### config.mk
export PLATFORM = sky130hd
export DESIGN_NAME = pay_change
export DESIGN_NICKNAME = d
export VERILOG_FILES = /design/src/rtl/vend_pkg.sv /design/src/rtl/change_sel.sv /design/src/rtl/pay_change.sv
export SDC_FILE = /design/constraint.sdc
export NUM_CORES = 1
export LEC_CHECK = 0
export CAP_MARGIN = 20
export CORE_UTILIZATION = 25
export DETAILED_ROUTE_END_ITERATION = 8
export GPL_TIMING_DRIVEN = 0
export HOLD_SLACK_MARGIN = 0.15
export PLACE_DENSITY = 0.53
export REMOVE_ABC_BUFFERS = 1
export SYNTH_ARGS = -nofsm -noshare
export SYNTH_HDL_FRONTEND = slang
export SYNTH_SLANG_ARGS = --single-unit
### constraint.sdc
create_clock -name clk -period 7.87 [get_ports clk]
set_input_delay 1.1805 -clock clk [delete_from_list [all_inputs] [get_ports clk]]
set_output_delay 1.1805 -clock clk [all_outputs]
set_load 0.005 [all_outputs]
### src/rtl/vend_pkg.sv
// vend_pkg: shared checkout state, coin encodings and coin value decode.
package vend_pkg;
  typedef enum logic [1:0] {IDLE, PAY, DISPENSE, DONE} state_e;
  localparam logic [1:0] SEL_1  = 2'd0;
  localparam logic [1:0] SEL_5  = 2'd1;
  localparam logic [1:0] SEL_10 = 2'd2;
  localparam logic [1:0] SEL_20 = 2'd3;
  localparam int COIN_1  = 1;
  localparam int COIN_5  = 5;
  localparam int COIN_10 = 10;
  localparam int COIN_20 = 20;
  function automatic logic [4:0] coin_value(input logic [1:0] sel);
    return sel == SEL_20 ? 5'(COIN_20) : sel == SEL_10 ? 5'(COIN_10) :
           sel == SEL_5  ? 5'(COIN_5)  : 5'(COIN_1);
  endfunction
endpackage

### src/rtl/change_sel.sv
// change_sel: greedy picker of the largest change coin not exceeding remain.
module change_sel
  import vend_pkg::*;
#(
  parameter int W = 8
) (
  input  logic [W-1:0] remain_i,
  output logic [1:0]   sel_o,
  output logic [W-1:0] value_o
);
  assign sel_o   = remain_i >= W'(COIN_10) ? SEL_10 : remain_i >= W'(COIN_5) ? SEL_5 : SEL_1;
  assign value_o = W'(coin_value(sel_o));
endmodule

### src/rtl/pay_change.sv
// pay_change: checkout stage collecting coins and paying change/refund coin by coin.
module pay_change
  import vend_pkg::*;
#(
  parameter int PRICE_W = 8
) (
  input  logic               clk,
  input  logic               rst,
  input  logic               start,
  input  logic [PRICE_W-1:0] total_price,
  input  logic               coin_in_valid,
  input  logic [1:0]         coin_in_sel,
  input  logic               confirm,
  input  logic               cancel,
  input  logic               chg_ready,
  output logic [PRICE_W-1:0] paid,
  output logic               busy,
  output logic               coin_reject,
  output logic               insufficient,
  output logic               chg_valid,
  output logic [1:0]         chg_sel,
  output logic               done
);
  state_e state_q, state_d;
  logic [PRICE_W-1:0] paid_q, paid_d, due_q, due_d, remain_q, remain_d, chg_val;
  logic [1:0] pick_sel;
  logic [PRICE_W:0] sum;
  logic rej_q, rej_d, insuf_q, insuf_d;
  change_sel #(.W(PRICE_W)) u_sel (.remain_i(remain_q), .sel_o(pick_sel), .value_o(chg_val));
  assign sum = {1'b0, paid_q} + (PRICE_W+1)'(coin_value(coin_in_sel));
  always_comb begin
    state_d  = state_q;
    paid_d   = paid_q;
    due_d    = due_q;
    remain_d = remain_q;
    rej_d    = 1'b0;
    insuf_d  = 1'b0;
    case (state_q)
      IDLE: if (start) begin
        due_d   = total_price;
        paid_d  = '0;
        state_d = PAY;
      end
      PAY: if (cancel) begin
        remain_d = paid_q;
        state_d  = paid_q == '0 ? DONE : DISPENSE;
        rej_d    = coin_in_valid;
      end else if (confirm) begin
        rej_d    = coin_in_valid;
        insuf_d  = paid_q < due_q;
        remain_d = paid_q < due_q ? remain_q : paid_q - due_q;
        state_d  = paid_q < due_q ? PAY : paid_q == due_q ? DONE : DISPENSE;
      end else if (coin_in_valid) begin
        rej_d  = sum[PRICE_W];
        paid_d = sum[PRICE_W] ? paid_q : sum[PRICE_W-1:0];
      end
      DISPENSE: begin
        rej_d = coin_in_valid;
        if (chg_ready) begin
          remain_d = remain_q - chg_val;
          state_d  = remain_q == chg_val ? DONE : DISPENSE;
        end
      end
      DONE: begin
        rej_d   = coin_in_valid;
        paid_d  = '0;
        state_d = IDLE;
      end
      default: state_d = IDLE;
    endcase
  end
  always_ff @(posedge clk or negedge rst) begin
    if (!rst) begin
      state_q  <= IDLE;
      paid_q   <= '0;
      due_q    <= '0;
      remain_q <= '0;
      rej_q    <= 1'b0;
      insuf_q  <= 1'b0;
    end else begin
      state_q  <= state_d;
      paid_q   <= paid_d;
      due_q    <= due_d;
      remain_q <= remain_d;
      rej_q    <= rej_d;
      insuf_q  <= insuf_d;
    end
  end
  assign paid         = paid_q;
  assign busy         = state_q != IDLE;
  assign coin_reject  = rej_q;
  assign insufficient = insuf_q;
  assign chg_valid    = state_q == DISPENSE;
  assign chg_sel      = chg_valid ? pick_sel : 2'd0;
  assign done         = state_q == DONE;
endmodule

# After elaboration in Yosys (flattened, before gate mapping)
# Cells that the tools add are included.
totals:
  output_inout_bits: 15
  reg_bits: 28
  inputBits: 17
op_classes:
  reduce_logical: 10
  n_lt_le_gt_ge: 3
  n_eq_ne: 19
  add_sub_neg: 3
  muxes: 36
op_table:
  columns: ["operator", "n"]
  rows:
  - ["two-way mux 8 bit", 9]
  - ["one-hot mux 8 bit (3 select lines)", 1]
  - ["one-hot mux 8 bit (2 select lines)", 1]
  - ["two-way mux 5 bit", 3]
  - ["two-way mux 2 bit", 7]
  - ["equality test 2 bit, second input constant", 6]
  - ["inequality test 2 bit, second input constant", 6]
  - ["two-way mux 1 bit", 10]
  - ["adder 8 x 5 -> 9 bit", 1]
  - ["equality test 8 x 5 -> 1 bit", 1]
  - ["equality test 8 bit", 1]
  - [">= comparator 8 x 3 -> 1 bit, second input constant", 1]
  - [">= comparator 8 x 4 -> 1 bit, second input constant", 1]
  - ["zero test 8 bit", 1]
  - ["< comparator 8 bit", 1]
  - ["one-hot mux 2 bit (4 select lines)", 1]
  - ["subtractor 8 x 5 -> 8 bit", 1]
  - ["subtractor 8 bit", 1]
  - ["equality test 2 x 1 -> 1 bit, second input constant", 3]
  - ["two-way mux 3 bit", 2]
  - ["inequality test 3 bit, second input constant", 2]
  - ["AND reduction 6 bit", 1]
  - ["two-way mux 4 bit", 1]
  - ["AND reduction 4 bit", 1]
  - ["other kinds (7)", 8]

# Longest topological paths before layout
depth:
  depth_word: 11
  mapped_depth: 10

# By module
# Synthesis repeated with hierarchy kept, for this count alone.
hier_totals:
  cells_unflattened: 297
  area_unflattened_um2: 2523.7
by_module_without_submodules:
  columns: ["module", "cells_per_inst", "area_per_inst_um2", "n_inst", "seq_area_each_um2"]
  rows:
  - ["pay_change", 281, 2414.8, 1, 700.7]
  - ["change_sel", 16, 108.9, 1, 0.0]

# Worst setup path after synthesis
# OpenSTA, ideal clock, no wires.
synth_path:
  path_type: "input to register"
  from: "in coin_in_sel[1]"
  to: "reg paid_q[6], in the netlist paid[6]"
  arrival_ns: 2.814
  stages: 10
  slack_ns: 4.932
  setup_ns: 0.125
  path_buffers: 0
  required_ns: 7.745
  path_cell_list: "inv_1 -> ha_1 -> inv_1 -> fa_1 -> nor2b_1 -> o31ai_2 -> a31oi_1 -> nor2b_1 -> nand3_1 -> mux2_2"
synth_via:
  elab_chain_len: 10
synth_rtl:
  columns: ["item", "line_no", "source"]
  rows:
  - ["start, declared", "pay_change.sv:12", "input logic [1:0] coin_in_sel,"]
  - ["equality test 2 x 1 -> 1 bit", "vend_pkg.sv:14", "sel == SEL_5 ? 5'(COIN_5) : 5'(COIN_1);"]
  - ["two-way mux 3 bit", "vend_pkg.sv:14", null]
  - ["two-way mux 4 bit", "vend_pkg.sv:13", "return sel == SEL_20 ? 5'(COIN_20) : sel == SEL_10 ? 5'(COIN_10) :"]
  - ["two-way mux 5 bit *", "vend_pkg.sv:13", null]
  - ["adder 8 x 5 -> 9 bit *", "pay_change.sv:30", "assign sum = {1'b0, paid_q} + (PRICE_W+1)'(coin_value(coin_in_sel));"]
  - ["two-way mux 8 bit", "pay_change.sv:55", "paid_d = sum[PRICE_W] ? paid_q : sum[PRICE_W-1:0];"]
  - ["two-way mux 8 bit", "pay_change.sv:53", "end else if (coin_in_valid) begin"]
  - ["two-way mux 8 bit", "pay_change.sv:48", "end else if (confirm) begin"]
  - ["two-way mux 8 bit", "pay_change.sv:44", "PAY: if (cancel) begin"]
  - ["one-hot mux 8 bit (3 select lines)", "pay_change.sv:38", "case (state_q)"]
  - ["end signal, assigned", "pay_change.sv:82", "paid_q <= paid_d;"]
  - ["end, declared", "pay_change.sv:25", "logic [PRICE_W-1:0] paid_q, paid_d, due_q, due_d, remain_q, remain_d, chg_val;"]
# Mark *: on every way between the ends. The rest lies on a longest branch, timed or not. The select of a mux whose other input is x is not followed.
# A chain may end at the register's enable or synchronous reset.

# Worst setup path after layout
layout_path:
  from: "reg state_q[0]"
  to: "out chg_sel[0]"
layout_via:
  elab_chain_len: 2
layout_rtl:
  columns: ["item", "line_no", "source"]
  rows:
  - ["start, declared", "pay_change.sv:24", "state_e state_q, state_d;"]
  - ["start signal, assigned", "pay_change.sv:81", "state_q <= state_d;"]
  - ["equality test 2 bit", "pay_change.sv:93", "assign chg_valid = state_q == DISPENSE;"]
  - ["two-way mux 2 bit", "pay_change.sv:94", "assign chg_sel = chg_valid ? pick_sel : 2'd0;"]
  - ["end, declared", "pay_change.sv:21", "output logic [1:0] chg_sel,"]
# No other way between the ends.

==> summary.txt <==
Status
  – Status: complete, no violations

STA
  – Fin. Hold Viols: 0
  – Slew Limit Fails: 0
  – Skew final: 0.003298 ns
  – Rel. slew slack: 46.65%
  – Final setup viols: 0
  – Fmax: 0.2478 GHz
  – Setup TNS Final: 0 ns
  – Worst Tran Pin Value: 0.8003 ns
  – Tcrit/Tclk final: between 50% and 60%
  – Hold WS: 0.5153 ns
  – RSZ-0062 raised after global routing: false
  – Period minus WS final: 4.035 ns

GRT
  – Initial antenna violation count: 0
  – Vias in the first global route: 2,017
  – Grt ovf: 0
  – First-pass GRT wire length: 9915 um
  – GRT Total Usage: between 10% and 20%
  – Largest net degree at the start of global routing: 29

Power and ir drop
  – Peak VDD IR: 0.0001168 V
  – Lkg Pwr: 1.225 nW
  – Pwr dens: 377.7 nW/um^2

Cells and area
  – Finished Layout Cells: 414
  – Fillers: 980
  – Diodes inserted: 0
  – Final net count: between 300 and 400
  – Core Util, Final: 30.68%
  – Layout cells sized above 1: 8.581%
  – Area added between synthesis and finish: 19.76%
  – Final Cell Area: roughly 2800 um^2

Route
  – Vias post-DR: 2,010
  – Vias per cell: slightly below 5
  – DRT Wirelength: approximately 5900 um
  – Detailed-route wire length per cell: 14.19 um
  – Starting DRC count in detailed routing: 88
  – Routed Antenna Nets: 0
  – Pre-antenna DRT Iters: 4
  – Drt drc: 0

Floorplan
  – Core Box Area: between 9000 and 10,000 um^2
  – Die Ht: just under 100 um
  – Starting Density: 25.62%
  – Die X-Extent: 99.08 um
  – Num rows: 35
  – Io pins: 32
  – Die ar.: slightly below 10,000 um^2

Run
  – Max-cap violation count: 0

Logic synthesis
  – Synthesized area: 2356 um^2
  – Multiplexer share of the synthesized area: between 5 and 6%
  – Sequential area share after synthesis: 29.74%
  – Top_reg_cell synth: dfrtp_1
  – Syn_area_per_cell: 8.567 um^2
  – Largest family of logic cells by synthesized area: compound AO/OA/AOI/OAI gates
  – Xor/xnor cell area share of the yosys netlist: 2.602%
  – Async S/R FF share, synth: 100.0%
  – Synth Area in Simple Gates: 19.12%
  – #FFs+latches synth: 28
  – Gate Count Post-Synth: roughly 280
  – Netlist cell types: 56
  – EDFF count, synth: 0
  – Adder-cell share of the synthesized area: 14.76%
  – Compound-Gate Fraction of Synth Area: between 20% and 30%
  – Yosys warns: 0

Placed design
  – Placed Area: 2766 um^2
  – Count of input and output buffers: 31
  – Detailed placer's ending HPWL: about 4400 um
  – GP Congestion: 0.7972
  – Dpl cells: between 400 and 500

Worst setup path
  – Largest stage delay on the critical path: 0.70 ns
  – Worst setup EP type: primary output
  – Crit Path Max Fanout: 21
  – Worst EP arrival: 2.85 ns
  – CP delay by family, top: buffers and inverters
  – Buf/Inv on CP: 3
  – Worst path required time: 6.69 ns
  – Slowest cell on the critical path: ha_1
  – Crit path kind: reg -> out
  – Crit-path cells: inv_1, ha_1, clkinv_1, nor2_1, clkdlybuf4s50_1
  – CP Launch Type: flip-flop

Clock tree
  – CTS tree: yes
  – Clock latency at the later pin of the worst-skew pair: 0.28 ns
  – Inserted Clock Buffers: 3
  – Hold-fix buffers, CTS: 0
  – Clock buffer depth: 2
  – Root buf cell: clkbuf_8
  – Clock transition at path regs: 0.11 ns
  – Number of H-tree levels: 1
  – Setup Fix Bufs, Post-CTS: 0
  – # clock sinks: 28
  – Post_cts resized: 0

Worst hold path
  – Hold Path Class: reg -> reg
-- flip-flops by register name, indices dropped and copies added, names as in the netlist, named ones only --
name and cells:
due_q 8, insufficient 1, remain_q 8, paid 8
state_q 1, coin_reject 1
-- where the power goes --
| group | internal (mW) | switching [mW] | total (mW) |
|---|---|---|---|
| Clock | 0.0449 | 0.0509 | 0.0958 |
| Combinational | 0.316 | 0.388 | 0.704 |
| Sequential | 0.203 | 0.0634 | 0.266 |
-- stage by stage --
step                power [mW]  setup slack [ns]
floorplan               0.7737             4.932
global placement        0.9585             4.184
detailed placement      0.9730             4.151
CTS                      1.074             3.836
global route             1.182             3.620
finish                   1.066             3.835
-- final cells by class --
| type | instances | area, um^2 | area share (%) |
|---|---|---|---|
| Sequential cell | 28 | 700.7 | 24.83 |
| Inverter | 26 | 97.59 | 3.459 |
| Clock buffer | 4 | 55.05 | 1.951 |
| Multi-Input combinational cell | 214 | 1524 | 54.01 |
| Tap cell | 111 | 138.9 | 4.922 |
| Timing Repair Buffer | 31 | 305.3 | 10.82 |
-- path summary, 6_finish.rpt --
kind / slack [ns] / to / cells past startpoint / start
max in group asynchronous: 6.51 / insufficient$_DFF_PN0_ / 1 / rst
min reg2reg: 0.52 / due_q[2]$_DFFE_PN0P_ / 1 / due_q[2]$_DFFE_PN0P_
max reg2reg: 4.73 / remain_q[4]$_DFFE_PN0P_ / 10 / remain_q[7]$_DFFE_PN0P_
max: 3.83 / chg_sel[0] / 5 / state_q[0]$_DFFE_PN0P_
min in group asynchronous: 0.93 / remain_q[6]$_DFFE_PN0P_ / 1 / rst
min: 0.52 / due_q[2]$_DFFE_PN0P_ / 1 / due_q[2]$_DFFE_PN0P_
-- synthesized netlist by cell type (2+ instances only) --
library cell,n,area [um^2]
nand2b_1,3,18.77
nor2b_1,4,25.02
nand4_1,3,18.77
a31oi_1,4,25.02
xnor2_1,4,35.03
a211oi_1,4,30.03
nor3_1,3,15.01
o21ai_0,28,140.1
or2_2,2,12.51
nor3b_1,3,22.52
o211ai_1,3,22.52
nor2_1,27,101.4
dfrtp_1,28,700.7
nand3_1,5,25.02
a311o_1,2,20.02
mux2_2,9,101.4
nand2_1,25,93.84
a21o_1,3,22.52
or3_1,3,18.77
nor4_1,4,25.02
ha_1,23,287.8
a21oi_1,15,75.07
and2_1,2,12.51
clkbuf_1,6,22.52
inv_1,25,93.84
mux2i_1,2,20.02
xor2_1,3,26.28
fa_1,3,60.06
o2111ai_1,2,17.52
-- cell usage in the layout (no fill, tap or decap), types with 3 or more instances in the layout --
| cell type | n |
|---|---|
| nand4_1 | 3 |
| dfrtp_1 | 28 |
| clkbuf_8 | 4 |
| nor3b_1 | 3 |
| nor4_1 | 4 |
| a211oi_1 | 4 |
| nor3_1 | 3 |
| nand2_1 | 25 |
| a31oi_1 | 4 |
| a21oi_1 | 15 |
| clkdlybuf4s50_1 | 30 |
| o211ai_1 | 3 |
| inv_1 | 25 |
| or3_1 | 3 |
| nand2b_1 | 3 |
| a21o_1 | 3 |
| mux2_2 | 9 |
| nor2b_1 | 4 |
| xor2_1 | 3 |
| nor2_1 | 27 |
| nand3_1 | 5 |
| fa_1 | 3 |
| o21ai_0 | 28 |
| ha_1 | 23 |
| xnor2_1 | 4 |
-- layer usage --
layer  wire [um]  share of wire, %  global-route usage (%)
met1        2970                51                   16.89
met2        2717                46                   20.98
met3         149               2.5                   1.418
met4          36              0.61                   4.186
met5           0                 0                       0
-- logic make-up (layout without fill, tap and decap cells) --
| family | after synthesis | count (layout) |
|---|---|---|
| AND/OR/NAND/NOR | 91 | 91 |
| AO/OA/AOI/OAI | 78 | 78 |
| buffers and inverters | 33 | 61 |
| flip-flops | 28 | 28 |
| adder cells (fa/ha/maj) | 26 | 26 |
| multiplexers | 11 | 11 |
| XOR/XNOR | 7 | 7 |
| other | 1 | 1 |
Power figures use the tool's default switching activity.
